<file path="src/rtl/cl_serial_pkg.sv">
// Shared definitions for the Camera Link serial (SerTC/SerTFG) UART blocks.
package cl_serial_pkg;

  // Default width of the measured bit period and the bit-period down counter.
  localparam int BAUD_W_DEF = 16;

  // UART frame: 1 start bit, 8 data bits sent LSB first, 1 stop bit.
  localparam int         DATA_BITS = 8;
  localparam logic [2:0] LAST_BIT  = 3'(DATA_BITS - 1);

  // Receiver FSM states.
  typedef enum logic [2:0] {
    ST_IDLE  = 3'd0,
    ST_START = 3'd1,
    ST_DATA  = 3'd2,
    ST_STOP  = 3'd3,
    ST_BREAK = 3'd4
  } rx_state_e;

endpackage

</file>
<file path="src/rtl/cl_line_sync.sv">
// Camera Link LVDS control-line front end: differential receive, optional
// P/N swap, metastability synchroniser and falling-edge detect.
// Usable for SerTC as well as the CC1-4 camera control inputs.
module cl_line_sync #(
  parameter int SYNC_STAGES = 2
) (
  input  logic clk,
  input  logic rst,
  input  logic swap,
  input  logic pad_p,
  input  logic pad_n,
  output logic line,
  output logic fall
);

  logic                   ibuf_out;
  logic                   rx_raw;
  logic [SYNC_STAGES-1:0] sync;
  logic                   line_d;

  // Differential receiver model; a pair with no differential (both legs equal)
  // is forced to read as idle mark after the swap so it cannot fake a start bit.
  always_comb begin
    if (pad_p != pad_n) begin
      ibuf_out = pad_p;
    end else begin
      ibuf_out = ~swap;
    end
    rx_raw = ibuf_out ^ swap;
  end

  // Synchroniser chain and one-cycle delayed copy; both preset to idle mark.
  always_ff @(posedge clk) begin
    if (rst) begin
      sync   <= '1;
      line_d <= 1'b1;
    end else begin
      sync   <= {sync[SYNC_STAGES-2:0], rx_raw};
      line_d <= sync[SYNC_STAGES-1];
    end
  end

  assign line = sync[SYNC_STAGES-1];
  assign fall = line_d & ~line;

endmodule

</file>
<file path="src/rtl/cl_serial_in.sv">
// Camera Link SerTC receiver: 8N1 UART, LSB first, mid-bit sampling with the
// shared measured_baud bit period. Good bytes go to the command RX FIFO.
module cl_serial_in
  import cl_serial_pkg::*;
#(
  parameter int SYNC_STAGES = 2,
  parameter int BAUD_W      = BAUD_W_DEF
) (
  input  logic              clk_fix,
  input  logic              rst_fix,
  input  logic [BAUD_W-1:0] measured_baud,
  input  logic              lvds_swap,
  input  logic              cl_sertc_p,
  input  logic              cl_sertc_n,
  input  logic              fifo_full,
  output logic              fifo_wen,
  output logic [7:0]        fifo_din,
  output logic              rx_busy,
  output logic              frame_err,
  output logic              overrun_err
);

  logic              rx_s;
  logic              fall;
  rx_state_e         state, state_nx;
  logic [BAUD_W-1:0] cnt, cnt_nx;
  logic [BAUD_W-1:0] baud_l, baud_nx;
  logic [2:0]        bit_idx, bit_nx;
  logic [7:0]        shreg, shreg_nx;
  logic              stop_sample;
  logic              wen_nx;
  logic              ferr_nx;
  logic              ovr_nx;
  logic [7:0]        din_nx;

  cl_line_sync #(
    .SYNC_STAGES (SYNC_STAGES)
  ) u_line_sync (
    .clk   (clk_fix),
    .rst   (rst_fix),
    .swap  (lvds_swap),
    .pad_p (cl_sertc_p),
    .pad_n (cl_sertc_n),
    .line  (rx_s),
    .fall  (fall)
  );

  // State and datapath registers; reset abandons any partial frame.
  always_ff @(posedge clk_fix) begin
    if (rst_fix) begin
      state   <= ST_IDLE;
      cnt     <= '0;
      baud_l  <= '0;
      bit_idx <= 3'd0;
      shreg   <= 8'h00;
    end else begin
      state   <= state_nx;
      cnt     <= cnt_nx;
      baud_l  <= baud_nx;
      bit_idx <= bit_nx;
      shreg   <= shreg_nx;
    end
  end

  // Next state: half-period wait to mid start bit, then one full period per bit.
  always_comb begin
    state_nx = state;
    cnt_nx   = cnt;
    baud_nx  = baud_l;
    bit_nx   = bit_idx;
    shreg_nx = shreg;
    case (state)
      ST_IDLE: begin
        if (fall && (measured_baud != '0)) begin
          state_nx = ST_START;
          cnt_nx   = measured_baud >> 1;
          baud_nx  = measured_baud;
        end else begin
          state_nx = ST_IDLE;
        end
      end
      ST_START: begin
        if (cnt != '0) begin
          cnt_nx = cnt - BAUD_W'(1);
        end else if (!rx_s) begin
          state_nx = ST_DATA;
          bit_nx   = 3'd0;
          cnt_nx   = baud_l;
        end else begin
          state_nx = ST_IDLE;   // start bit gone by mid-bit: glitch
        end
      end
      ST_DATA: begin
        if (cnt != '0) begin
          cnt_nx = cnt - BAUD_W'(1);
        end else begin
          shreg_nx[bit_idx] = rx_s;
          cnt_nx            = baud_l;
          if (bit_idx == LAST_BIT) begin
            state_nx = ST_STOP;
          end else begin
            bit_nx = bit_idx + 3'd1;
          end
        end
      end
      ST_STOP: begin
        if (cnt != '0) begin
          cnt_nx = cnt - BAUD_W'(1);
        end else if (rx_s) begin
          state_nx = ST_IDLE;   // re-arm at mid stop so the next start edge is caught
        end else begin
          state_nx = ST_BREAK;
        end
      end
      ST_BREAK: begin
        if (rx_s) begin
          state_nx = ST_IDLE;
        end else begin
          state_nx = ST_BREAK;
        end
      end
      default: begin
        state_nx = ST_IDLE;
      end
    endcase
  end

  // Output decode at the stop-bit sample point; write and error cases are exclusive.
  always_comb begin
    stop_sample = (state == ST_STOP) && (cnt == '0);
    wen_nx      = stop_sample &  rx_s & ~fifo_full;
    ovr_nx      = stop_sample &  rx_s &  fifo_full;
    ferr_nx     = stop_sample & ~rx_s;
    if (wen_nx) begin
      din_nx = shreg;
    end else begin
      din_nx = fifo_din;
    end
  end

  // Registered outputs: strobes are single-cycle, fifo_din holds between writes.
  always_ff @(posedge clk_fix) begin
    if (rst_fix) begin
      fifo_wen    <= 1'b0;
      fifo_din    <= 8'h00;
      rx_busy     <= 1'b0;
      frame_err   <= 1'b0;
      overrun_err <= 1'b0;
    end else begin
      fifo_wen    <= wen_nx;
      fifo_din    <= din_nx;
      rx_busy     <= (state_nx != ST_IDLE);
      frame_err   <= ferr_nx;
      overrun_err <= ovr_nx;
    end
  end

endmodule

</file>
<file path="config.mk">
export PLATFORM = sky130hd
export DESIGN_NAME = cl_serial_in
export DESIGN_NICKNAME = d
export VERILOG_FILES = /design/src/rtl/cl_serial_pkg.sv /design/src/rtl/cl_line_sync.sv /design/src/rtl/cl_serial_in.sv
export SDC_FILE = /design/constraint.sdc
export NUM_CORES = 1
export LEC_CHECK = 0
export CELL_PAD_IN_SITES_DETAIL_PLACEMENT = 0
export CELL_PAD_IN_SITES_GLOBAL_PLACEMENT = 1
export CORE_UTILIZATION = 35
export DETAILED_ROUTE_END_ITERATION = 8
export GPL_ROUTABILITY_DRIVEN = 0
export PLACE_DENSITY = 0.68
export SETUP_SLACK_MARGIN = 0.2
export SYNTH_ARGS = -nofsm -noshare
export SYNTH_HDL_FRONTEND = slang
export SYNTH_HIERARCHICAL = 1
export SYNTH_SLANG_ARGS = --single-unit
</file>
<file path="constraint.sdc">
create_clock -name clk_fix -period 3.7 [get_ports clk_fix]
set_clock_uncertainty 0.1 [all_clocks]
set_input_delay 0.74 -clock clk_fix [delete_from_list [all_inputs] [get_ports clk_fix]]
set_output_delay 0.74 -clock clk_fix [all_outputs]
set_load 0.02 [all_outputs]
</file>
==> impl_metrics.toml <==
[global_route]
grt_antenna_before_repair = 0
grt_max_degree = 46
first_global_vias = 2396
grt_overflow_total = 0
grt_pass1_wl_um = 12500
globalRouteTotalUtil_pct = 18.5

[synth]
synth_seq_area_share_pct = 42.1
synth_fp_nets = 360
yosys_warnings = 6
syn_area_um2 = 2900
synth_edf_count = 0
synth_top_cell_area_share_pct = 42.1
ys_types = 47
synth_area_leaders = "dfxtp_1 (42%), mux2i_1 (11%), nor2_1 (7.2%)"
yosys.area.top_type = "dfxtp_1"
synth_flop_cell = "dfxtp_1"
syn_area_per_cell_um2 = 8.69
synthArstFlopShare_pct = 0
postSynthCellCount = 334
ys_ff_latch = 61

[sta]
setup_viol = 0
fmax_mhz = 328
fin_tns_setup_ns = 0
hold_violations = 0
rsz0062_at_grt = "no"
maxSlewHeadroom_pct = 38.5
min_period_ns = 3.05
slew_viol_final = 0
max_slew.worst_pin.slew_ns = 0.923
fin_crit_sh_pct = 82.3

[placement]
placed_cells = 453
port_buffers = 33
dp_hpwl_um = 4940
placed_area_um2 = 3310

[power]
pwr_density_cell_nw_per_um2 = 566
p_leak_nw = 1.28
totalPowerFinal_mw = 1.96
vdd_drop_max_v = 0.000200

[routing]
ant_nets = 0
wl_met1_um = 4120
vias = 2502
route.detailed.drc = 0
routed_via_density = 5.33
top_layer_used = "met4"
met3_length_um = 321
wl_met2_um = 2800
avgRoutedWirePerCell_um = 15.7
routed_wl_um = 7360
first_iter_violations = 262
drt_first_pass_iters = 4

[clock_tree]
clk_latency_ns = 0.34
cts_made_buffers = 9
clock_path_buffers = 2
h-tree-depth = 3
clockRootBuffer = "clkbuf_8"
cts_resized = 0
cts_hold_buf = 0
cts_post_setup_buffers_inserted = 0
cts_tree = "yes"
cts.sinks = 61
clkTransAtPathRegs_ns = 0.07

[hold_path]
min_path_type = "register to register"

[final_layout]
nNetsFinal = 388
final_design_area_no_fill_um2 = 3470
diodes = 0
syn2layout_area_growth_pct = 19.5
drive_gt1_share_pct = 8.72
final_cells = 469

[critical_path]
critPathMaxFanout = 9
max_stage_delay_ns = 0.63
crit_slowest_cell = "or4b_2"
path_cells = "inv_1 > ha_1 > or4b_2 > nor4_4 > and2_0 > buf_4 > a22o_1 > o21ai_0 > a21oi_1"
worstPathArrival_ns = 3.21
critPathKind = "register to register"
end_kind = "register"
start_kind = "register"
crit_required_ns = 3.86

[outcome]
status = "completed"

[run]
drv_cap = 0

[die]
design.core.area_um2 = 7890
boundaryPins = 34
die_area_um2 = 8670
fp.dieH_um = 93.1
rows = 32
initial_utilization_pct = 36.8
die_x_um = 93.1
-- final timing paths --
path	start	to	slack [ns]	cells past startpoint
worst max register to register	cnt[0]	cnt[10]	0.65	9
worst min-delay path	u_line_sync/sync[0]	u_line_sync/sync[1]	0.35	1
worst min register to register	u_line_sync/sync[0]	u_line_sync/sync[1]	0.35	1
worst max-delay path	cnt[0]	cnt[10]	0.65	9
-- report_power, final --
group | leakage [nW] | internal (mW) | total, mW | switching (mW)
clock | 0.0829 | 0.238 | 0.500 | 0.262
combinational | 0.703 | 0.277 | 0.698 | 0.421
sequential | 0.494 | 0.707 | 0.766 | 0.0587
total | 1.28 | 1.22 | 1.96 | 0.742
-- state kept, by name, summed over array words and instances (netlist names) --
register            flops
bit_idx                 3
u_line_sync/sync        2
u_line_sync/line_d      1
overrun_err             1
fifo_wen                1
fifo_din                8
baud_l                 16
cnt                    16
rx_busy                 1
frame_err               1
shreg                   8
state                   3
-- cell type report --
cell class / instances / area, um2
Clock inverter: 5 / 27.5
Multi-Input combinational cell: 248 / 1580
Timing Repair Buffer: 40 / 378
Tap cell: 102 / 128
Clock buffer: 11 / 131
Inverter: 2 / 7.51
Sequential cell: 61 / 1220
Fill cell: 782 / 4420
-- synth_stat cells (4+ instances only) --
library cell,number
dfxtp_1,61
nor2_1,56
mux2i_1,32
nand2_1,24
o21ai_0,21
a21oi_1,16
clkbuf_1,16
nor3_1,12
a22o_1,7
or4_1,6
a222oi_1,5
buf_2,5
nand3b_1,5
nor2b_1,5
a211oi_1,4
ha_1,4
nand3_1,4
-- kinds of logic after synthesis --
| family | synth area share [%] |
|---|---|
| xor+xnor | 0.603 |
| buf+inv | 3.71 |
| fa+ha+maj | 1.72 |
| compound gates | 16.0 |
| mux | 11.0 |
| flops | 42.1 |
| simple gates | 24.9 |
-- layout by cell type, fill, tap and decap left out, drive strengths merged, types with 3 or more instances in the layout --
cell	n
dfxtp	61
nor4	3
or4	7
nand2	24
and3	3
a22o	7
nor2b	5
clkbuf	11
a221oi	3
clkinv	4
or2	3
nor3b	3
nor2	56
nor3	12
nand3b	5
a2bb2oi	3
nand3	5
mux2i	32
ha	4
a211oi	4
clkdlybuf4s50	32
nor4b	4
a21oi	16
o21ai	21
buf	8
a222oi	5
-- critical path: cells and delay by family (launching register included) --
kind                     cells  cell delay, ns
buffers and inverters        2            0.37
AND/OR/NAND/NOR              3            1.56
flip-flops                   1            0.34
adder cells (fa/ha/maj)      1            0.15
AO/OA/AOI/OAI                3            0.44
-- metal layers --
layer,vias to the layer above,track usage [%]
met5,-,0
li1,1269,-
met1,1165,29.3
met4,0,7.31
met3,9,3.50
met2,59,23.8
-- per-stage QoR --
stage | setup WS (ns) | hold WS, ns | util [%]
after floorplan | 1.02 | 0.292 | -
after global placement | 0.441 | 0.300 | 42.0
after detailed placement | 0.389 | 0.316 | 42.0
after CTS | 0.639 | 0.342 | 44.0
after global routing | 0.395 | 0.374 | 44.0
final | 0.654 | 0.347 | 44.0
No activity file was read; power rests on OpenSTA's default activity.
